$ cat src/rtl/tft_spi_tx.sv
// SPI mode-0 byte serializer for the TFT panel: MSB-first shifting, registered D/C,
// and chip-select that stays low across back-to-back bytes until an idle hold expires.
module tft_spi_tx #(
    parameter int CLK_DIV = 2,
    parameter int CS_HOLD = 4
) (
    input  logic       clk,
    input  logic       rst,
    input  logic       tft_transmit,
    input  logic [7:0] tft_data,
    input  logic       tft_dc_in,
    output logic       tft_busy,
    output logic       tft_sck,
    output logic       tft_mosi,
    output logic       tft_cs,
    output logic       tft_dc
);
    localparam int DIV_W  = (CLK_DIV > 1) ? $clog2(CLK_DIV) : 1;
    localparam int HOLD_W = (CS_HOLD > 1) ? $clog2(CS_HOLD) : 1;
    localparam logic [DIV_W-1:0]  DIV_LAST  = DIV_W'(CLK_DIV - 1);
    localparam logic [HOLD_W-1:0] HOLD_LAST = HOLD_W'(CS_HOLD - 1);

    typedef enum logic [1:0] {
        IDLE  = 2'd0,
        SHIFT = 2'd1,
        HOLD  = 2'd2
    } state_t;

    state_t            state_q, state_d;
    logic [6:0]        shift_q, shift_d;
    logic [2:0]        bit_cnt_q, bit_cnt_d;
    logic [DIV_W-1:0]  div_cnt_q, div_cnt_d;
    logic [HOLD_W-1:0] hold_cnt_q, hold_cnt_d;
    logic              busy_q, busy_d;
    logic              sck_q, sck_d;
    logic              mosi_q, mosi_d;
    logic              cs_q, cs_d;
    logic              dc_q, dc_d;
    logic              accept;

    // busy_q is low only in IDLE and HOLD, so it alone gates acceptance
    assign accept = tft_transmit && !busy_q;

    always_comb begin
        state_d    = state_q;
        shift_d    = shift_q;
        bit_cnt_d  = bit_cnt_q;
        div_cnt_d  = div_cnt_q;
        hold_cnt_d = hold_cnt_q;
        busy_d     = busy_q;
        sck_d      = sck_q;
        mosi_d     = mosi_q;
        cs_d       = cs_q;
        dc_d       = dc_q;

        case (state_q)
            IDLE: begin
                cs_d = 1'b1;
            end
            SHIFT: begin
                if (div_cnt_q == DIV_LAST) begin
                    div_cnt_d = '0;
                    if (!sck_q) begin
                        sck_d = 1'b1;
                    end else begin
                        sck_d = 1'b0;
                        if (bit_cnt_q == 3'd7) begin
                            // last falling edge: release busy but keep CS low for the hold window
                            busy_d     = 1'b0;
                            hold_cnt_d = '0;
                            state_d    = HOLD;
                        end else begin
                            bit_cnt_d = bit_cnt_q + 3'd1;
                            mosi_d    = shift_q[6];
                            shift_d   = {shift_q[5:0], 1'b0};
                        end
                    end
                end else begin
                    div_cnt_d = div_cnt_q + 1'b1;
                end
            end
            HOLD: begin
                if (hold_cnt_q == HOLD_LAST) begin
                    cs_d    = 1'b1;
                    state_d = IDLE;
                end else begin
                    hold_cnt_d = hold_cnt_q + 1'b1;
                end
            end
            default: begin
                state_d = IDLE;
                busy_d  = 1'b0;
                sck_d   = 1'b0;
                cs_d    = 1'b1;
            end
        endcase

        // Acceptance overrides hold expiry so CS never glitches high between bytes
        if (accept) begin
            state_d   = SHIFT;
            shift_d   = tft_data[6:0];
            mosi_d    = tft_data[7];
            dc_d      = tft_dc_in;
            cs_d      = 1'b0;
            busy_d    = 1'b1;
            sck_d     = 1'b0;
            bit_cnt_d = '0;
            div_cnt_d = '0;
        end
    end

    always_ff @(posedge clk) begin
        if (rst) begin
            state_q    <= IDLE;
            shift_q    <= '0;
            bit_cnt_q  <= '0;
            div_cnt_q  <= '0;
            hold_cnt_q <= '0;
            busy_q     <= 1'b0;
            sck_q      <= 1'b0;
            mosi_q     <= 1'b0;
            cs_q       <= 1'b1;
            dc_q       <= 1'b1;
        end else begin
            state_q    <= state_d;
            shift_q    <= shift_d;
            bit_cnt_q  <= bit_cnt_d;
            div_cnt_q  <= div_cnt_d;
            hold_cnt_q <= hold_cnt_d;
            busy_q     <= busy_d;
            sck_q      <= sck_d;
            mosi_q     <= mosi_d;
            cs_q       <= cs_d;
            dc_q       <= dc_d;
        end
    end

    assign tft_busy = busy_q;
    assign tft_sck  = sck_q;
    assign tft_mosi = mosi_q;
    assign tft_cs   = cs_q;
    assign tft_dc   = dc_q;

endmodule

$ cat config.mk
export PLATFORM = sky130hd
export DESIGN_NAME = tft_spi_tx
export DESIGN_NICKNAME = d
export VERILOG_FILES = /design/src/rtl/tft_spi_tx.sv
export SDC_FILE = /design/constraint.sdc
export NUM_CORES = 1
export LEC_CHECK = 0
export ABC_AREA = 1
export CAP_MARGIN = 20
export CORE_ASPECT_RATIO = 0.5
export CORE_MARGIN = 1.5
export CORE_UTILIZATION = 30
export CTS_BUF_LIST = sky130_fd_sc_hd__clkbuf_8
export CTS_CLUSTER_SIZE = 12
export DETAILED_ROUTE_END_ITERATION = 10
export DONT_BUFFER_PORTS = 1
export GPL_TIMING_DRIVEN = 0
export PLACE_DENSITY = 0.46
export SLEW_MARGIN = 10
export SYNTH_ARGS = -nofsm -noshare
export SYNTH_HDL_FRONTEND = slang
export SYNTH_SLANG_ARGS = --single-unit
$ cat constraint.sdc
create_clock -name clk -period 1.4 [get_ports clk]
set_input_delay 0.42 -clock clk [delete_from_list [all_inputs] [get_ports clk]]
set_output_delay 0.42 -clock clk [all_outputs]
set_load 0.01 [all_outputs]
==> results of run 1 <==
-- through the flow --
step | setup TNS [ns] | util | total power, uW | setup WS [ns] | cell area, sq um
after global routing | -0.0211 | 0.359 | 1400 | -0.00795 | 1090
after CTS | 0 | 0.359 | 1350 | 0.0738 | 1090
after floorplan | 0 | - | 727 | 0.161 | 966
after detailed placement | 0 | 0.335 | 755 | 0.0775 | 1020
after global placement | 0 | 0.335 | 755 | 0.0763 | 1020
final | 0 | 0.359 | 1330 | 0.0795 | 1090
-- layout make-up --
type	count	area share
buffer	4	0.0299
inverter	15	0.0518
clock inverter	1	0.0276
clock buffer	3	0.0380
multi-input combinational	94	0.438
sequential	20	0.368
tap	40	0.0460
-- flip-flops by register name (all words and copies together), names as in the netlist, 2 cells and up --
name,flops
state_q,2
hold_cnt_q,2
bit_cnt_q,3
shift_q,7
-- power by group through the flow --
stage / logic [uW] / registers, uW / clock network (uW)
2_1_floorplan: 104 / 623 / 0
3_3_place_gp: 129 / 626 / 0
3_5_place_dp: 128 / 626 / 0
4_1_cts: 129 / 613 / 612
5_1_grt: 145 / 616 / 636
6_report: 126 / 613 / 591
-- critical path, cell delays in order (launching register included) --
cell and delay (ns):
dfxtp_1 0.33, ha_1 0.20, ha_1 0.19, inv_1 0.09, nand3_4 0.11, buf_6 0.16
nand3_1 0.07, a21oi_1 0.06
-- kinds of logic (layout without fill, tap and decap cells) --
family                     Yosys count  after routing  share of synthesized area
adders and majority gates            3              3                     0.0389
DFF                                 20             20                      0.415
and+or+nand+nor                     72             72                      0.351
buffers and inverters               19             23                     0.0920
AOI/OAI and AO/OA                   19             19                      0.104
-- cell usage after synthesis, types with 3 or more instances --
cell / number / area, sq um
nand2_1: 47 / 176
dfxtp_1: 20 / 400
ha_1: 3 / 37.5
a21oi_1: 14 / 70.1
inv_2: 3 / 11.3
inv_1: 12 / 45.0
nand3_1: 13 / 65.1
nor2_1: 5 / 18.8
-- routing by layer --
| layer | vias to the layer above | global-route usage | part of all wire |
|---|---|---|---|
| met3 | 2 | 0.0545 | 0.041 |
| met1 | 348 | 0.166 | 0.57 |
| li1 | 436 | - | - |
| met4 | 0 | 0.0300 | 0.0089 |
| met2 | 12 | 0.180 | 0.38 |
| met5 | - | 0 | 0 |
-- final timing paths --
path / from / end
max: bit_cnt_q[0]$_SDFFE_PP0P_ / shift_q[0]$_SDFFE_PP0P_
min: tft_dc_in / tft_dc$_SDFFE_PP1P_
max reg2reg: bit_cnt_q[0]$_SDFFE_PP0P_ / shift_q[0]$_SDFFE_PP0P_
min reg2reg: bit_cnt_q[2]$_SDFFE_PP0P_ / bit_cnt_q[2]$_SDFFE_PP0P_
==> out/metrics.yaml, run 1 <==
pwr-share-seq: 0.461
tritoncts: "done"
hold_viol: 0
critical_path_class: "reg -> reg"
grt_overflow: 0
netlist-cell-type-count: 19
fmax_mhz: 757
multi_input_area_sq_um: 477
powerDensity_mw_per_mm2: 1220
status: "completed"
mostFrequentLayoutCell: "nand2_1"
synthFlopType: "dfxtp_1"
fin_nets: 153
maxCapViolCount: 0
postCtsSetupBuffers: 0
die_x_um: 83.2
initial_utilization: 0.319
vias_per_cell: 4.51
post-route-min-period_ns: 1.32
gp_congestion: 0.734
core_area_sq_mm: 0.00303
syn-num-nets: 148
ant_nets: 0
post_synth.cell_area_avg_sq_um: 7.26
tightestPinTransition_ns: 0.289
required_ns: 1.55
antenna_found_initial: 0
synth-async-reset-ratio: 0
grt_pass1_vias: 743
grt_pass1_wl_um: 3400
cp-start-kind: "flop"
slew_violations: 0
max_slew_margin: 0.807
cts.repair.resized: 0
hpwl_um: 1370
area_delta_synth_final_pct: 12.6
wl_per_cell_um: 10.8
setup_violations: 0
root_buffer: "clkbuf_8"
holdWs_ns: 0.282
clk_latency_ns: 0.26
ys_ff_latch: 20
cp-end-kind: "flop"
routed-via-count: 798
layout_common_cells: "nand2_1 (47), dfxtp_1 (20), a21oi_1 (14)"
n_antenna_cell: 0
rows: 14
dieHeight_um: 43.1
clkPwrFrac: 0.444
p_sw_frac: 0.235
critical_path.max_fanout: 10
drt_first_pass_iters: 4
peakVddDrop_uv: 375
pwr-share-comb: 0.095
syn_area_sq_um: 966
layout-drive-gt1-share: 0.124
hold_class: "in -> reg"
ys_warn_count: 0
p_sw_uw: 312
cts_htree_levels: 1
die_area_sq_mm: 0.00359
grt.total_usage: 0.123
cts_buffer_depth: 2
ioPinCount: 17
cts.sinks: 20
seq_area_sq_um: 400
hold_buffers: 0
port_buffers: 0
drt-initial-drc-count: 33
grt_max_degree: 13
syn_inst: 133
seq_area_frac_synth: 0.415
synth_edf_count: 0
reg2reg_depth: 7
cp.arrival_ns: 1.47
p_leak_uw: 0.000464
fillers: 327
fin_skew_ns: 0.00527
drt_wl_total_um: 1920
p_int_uw: 1020
layoutNonFillerInstCount: 177
holdPathStages: 2
dp.cells: 173
rsz0062_at_grt: "true"
numCtsBuffers: 3
drc_errors: 0
reg2reg_slack_ns: 0.08
clkTransAtPathRegs_ns: 0.08
finalCritPeriodShare: 0.943
Power figures use the tool's default switching activity.
==> inputs of run 2 (changes only) <==
- MAX_ROUTING_LAYER: default -> met4
==> out/metrics.yaml, run 2 (synthesis gave the netlist of run 1 again) <==
tightestPinTransition_ns: 0.289
dieHeight_um: 43.1
finalCritPeriodShare: 0.943
layoutNonFillerInstCount: 177
clk_latency_ns: 0.26
cpMostUsedCell: "ha_1"
root_buffer: "clkbuf_8"
cp.arrival_ns: 1.48
layout-drive-gt1-share: 0.124
port_buffers: 0
max_slew_margin: 0.807
hold_class: "in -> reg"
grt_pass1_wl_um: 3410
rows: 14
n_antenna_cell: 0
grt_pass1_vias: 739
wl_per_cell_um: 10.8
hold_viol: 0
vias_per_cell: 4.51
drt_first_pass_iters: 4
layout_common_cells: "nand2_1 (47), dfxtp_1 (20), a21oi_1 (14)"
antenna_found_initial: 0
cts_buffer_depth: 2
area_delta_synth_final_pct: 12.6
fmax_mhz: 757
powerDensity_mw_per_mm2: 1220
grt_max_degree: 13
core_area_sq_mm: 0.00303
p_leak_uw: 0.000464
critical_path_class: "reg -> reg"
numCtsBuffers: 3
drt-initial-drc-count: 35
holdWs_ns: 0.282
hpwl_um: 1370
cp-start-kind: "flop"
peakVddDrop_uv: 376
cts.sinks: 20
path_cells: "ha_1, ha_1, inv_1, nand3_4, buf_6, nand3_1, a21oi_1"
ant_nets: 0
tritoncts: "done"
drc_errors: 0
routed-via-count: 798
initial_utilization: 0.319
seq_area_sq_um: 400
grt_overflow: 0
gp_congestion: 0.743
grt.total_usage: 0.127
cp-end-kind: "flop"
mostFrequentLayoutCell: "nand2_1"
fillers: 327
die_area_sq_mm: 0.00359
reg_top3: "shift_q x7, bit_cnt_q x3"
die_x_um: 83.2
cts_htree_levels: 1
top_register: "shift_q"
critical_path.max_fanout: 10
multi_input_area_sq_um: 477
rsz0062_at_grt: "true"
reg2reg_slack_ns: 0.08
required_ns: 1.55
fin_skew_ns: 0.00528
post-route-min-period_ns: 1.32
ioPinCount: 17
slew_violations: 0
crit_path_top_delay_cell: "dfxtp_1"
drt_wl_total_um: 1920
status: "completed"
dp.cells: 173
clkTransAtPathRegs_ns: 0.08
fin_nets: 153
largest_register_ff_count: 7
finalPower_uw: 1330
setup_violations: 0
maxCapViolCount: 0
slowest_delay_ns: 0.33
run 2: cell counts in the layout (fill, tap and decap cells not counted):
Identical to the previous run, type by type.
run 2: final timing paths:
| check | start | endpoint | depth (start not counted) |
|---|---|---|---|
| worst max-delay path | bit_cnt_q[0]$_SDFFE_PP0P_ | shift_q[0]$_SDFFE_PP0P_ | 7 |
| worst min-delay path | tft_dc_in | tft_dc$_SDFFE_PP1P_ | 2 |
| worst max register to register | bit_cnt_q[0]$_SDFFE_PP0P_ | shift_q[0]$_SDFFE_PP0P_ | 7 |
| worst min register to register | bit_cnt_q[2]$_SDFFE_PP0P_ | bit_cnt_q[2]$_SDFFE_PP0P_ | 2 |
run 2: worst max-delay path: cells and delay by family (launching register included):
family | cells | cell delay [ns]
flip-flops | 1 | 0.33
AND/OR/NAND/NOR | 2 | 0.18
buffers and inverters | 2 | 0.25
AO/OA/AOI/OAI | 1 | 0.06
adder cells (fa/ha/maj) | 2 | 0.39
run 2: metal layers:
metal | part of all wire | track usage
met1 | 0.57 | 0.166
met5 | 0 | -
met2 | 0.38 | 0.180
met3 | 0.042 | 0.0545
met4 | 0.0089 | 0.0300
run 2: report_power, final:
group          internal, uW  switching, uW  total (uW)
Clock                   382            209         591
Combinational          44.4           81.9         126
Sequential              591           21.5         613
run 2: cell type report:
class	instances	area share
sequential	20	0.368
inverter	15	0.0518
tap	40	0.0460
buffer	4	0.0299
clock inverter	1	0.0276
clock buffer	3	0.0380
multi-input combinational	94	0.438
run 2: through the flow:
| step | worst slack [ns] | instance area (sq um) | setup TNS, ns | utilization |
|---|---|---|---|---|
| 6_report | 0.0795 | 1090 | 0 | 0.359 |
| 5_1_grt | -0.00795 | 1090 | -0.0211 | 0.359 |
| 4_1_cts | 0.0738 | 1090 | 0 | 0.359 |
| 3_5_place_dp | 0.0775 | 1020 | 0 | 0.335 |
| 3_3_place_gp | 0.0763 | 1020 | 0 | 0.335 |
| 2_1_floorplan | 0.161 | 966 | 0 | - |
run 2: timing repair:
item / 4_1_cts / 5_1_grt
buffers inserted: 0 / 0
setup endpoints to repair: 0 / 3
hold buffers: 0 / 0
hold endpoints to repair: 0 / 0
resized for setup: 0 / 0
==> inputs of run 3 (changes only) <==
- DONT_BUFFER_PORTS: 1 -> default
- PLACE_DENSITY: 0.46 -> 0.52
==> out/metrics.yaml, run 3 (synthesis gave the netlist of run 1 again) <==
layout-drive-gt1-share: 0.124
grt_pass1_wl_um: 3400
top_register: "shift_q"
cp-start-kind: "flop"
numCtsBuffers: 3
rows: 14
hold_class: "in -> reg"
cp.buffers_inverters: 1
die_x_um: 83.2
cp-end-kind: "output pin"
fin_skew_ns: 0.00469
path_cells: "dlygate4sd2_1"
clkPwrFrac: 0.321
grt_overflow: 0
maxCapViolCount: 0
holdWs_ns: 0.439
crit_path_top_delay_cell: "dfxtp_1"
finalPower_uw: 1160
wl_per_cell_um: 9.84
antenna_found_initial: 0
fillers: 344
drt_wl_total_um: 1900
initial_utilization: 0.319
hpwl_um: 1410
tritoncts: "done"
finalCritPeriodShare: 0.952
reg_top3: "shift_q x7, bit_cnt_q x3"
cts_htree_levels: 1
clk_latency_ns: 0.26
pwr-share-seq: 0.523
routed-via-count: 865
grt_pass1_vias: 782
tightestPinTransition_ns: 0.331
grt_max_degree: 11
ioPinCount: 17
p_int_uw: 868
layout_common_cells: "nand2_1 (47), dfxtp_1 (19), a21oi_1 (14)"
ant_nets: 0
dieHeight_um: 43.1
clkTransAtPathRegs_ns: 0.07
pwr-share-comb: 0.156
max_slew_margin: 0.779
p_leak_uw: 0.000538
gp_congestion: 0.755
dp.cells: 188
required_ns: 0.98
cts_buffer_depth: 2
n_antenna_cell: 0
cts.sinks: 20
reg2reg_slack_ns: 0.07
fmax_mhz: 750
largest_register_ff_count: 7
cp_top_family: "flip-flops"
fin_util: 0.406
layoutNonFillerInstCount: 193
critical_path_class: "reg -> out"
drt-initial-drc-count: 41
status: "completed"
drt_first_pass_iters: 4
slew_violations: 0
critical_path.max_fanout: 4
hold_buffers: 0
hold_viol: 0
slowest_delay_ns: 0.38
powerDensity_mw_per_mm2: 944
setup_violations: 0
p_sw_frac: 0.253
cp.arrival_ns: 0.91
peakVddDrop_uv: 399
core_area_sq_mm: 0.00303
root_buffer: "clkbuf_8"
fin_nets: 170
grt.total_usage: 0.124
vias_per_cell: 4.48
p_sw_uw: 294
area_delta_synth_final_pct: 27.5
mostFrequentLayoutCell: "nand2_1"
drc_errors: 0
port_buffers: 15
post-route-min-period_ns: 1.33
die_area_sq_mm: 0.00359
==> run 3: changes by cell type in the layout (fill, tap and decap cells not counted), sizes merged <==
cell and change:
dlymetal6s2s +1, buf +1, bufinv -1, dlygate4sd2 +5, clkdlybuf4s50 +9, clkbuf +1
==> run 3: worst paths after layout <==
check        cells past startpoint                 startpoint                       to
max                              1       tft_sck$_SDFFE_PP0P_                  tft_sck
min                              3               tft_transmit    tft_busy$_SDFFE_PP0P_
max reg2reg                      7  bit_cnt_q[0]$_SDFFE_PP0P_  shift_q[0]$_SDFFE_PP0P_
min reg2reg                      2        tft_dc$_SDFFE_PP1P_      tft_dc$_SDFFE_PP1P_
==> run 3: per-stage QoR <==
step	worst slack, ns	TNS (ns)	area, sq um
4_1_cts	0.00848	0	1220
5_1_grt	-0.00724	-0.00724	1230
3_3_place_gp	-0.397	-6.44	1170
2_1_floorplan	0.161	0	966
6_report	0.0673	0	1230
3_5_place_dp	-0.417	-6.72	1170
==> run 3: cell type report <==
type	count	area [sq um]	share of cell area
tap	40	50.0	0.0407
clock buffer	3	41.3	0.0335
multi-input combinational	94	485	0.394
timing repair buffer	17	161	0.131
inverter	15	56.3	0.0457
sequential	20	402	0.326
buffer	4	35.0	0.0285
==> run 3: power by group through the flow <==
stage	registers, uW	clock network (uW)	logic, uW
after CTS	607	392	179
final	608	373	181
after floorplan	623	0	104
after global placement	620	0	177
after global routing	611	419	204
after detailed placement	621	0	178
==> run 3: repair_timing <==
action / 4_1_cts / 5_1_grt
cloned: 0 / 0
endpoints found under the setup margin: 23 / 13
setup buffers: 2 / 0
pin swaps: 1 / 1
gates resized for setup: 5 / 4
==> run 3: routing by layer <==
metal / global-route usage / wire, um / up-vias
li1: - / - / 463
met1: 0.160 / 930 / 380
met2: 0.185 / 836 / 20
met3: 0.0467 / 115 / 2
met4: 0.0300 / 17 / 0
met5: - / 0 / -
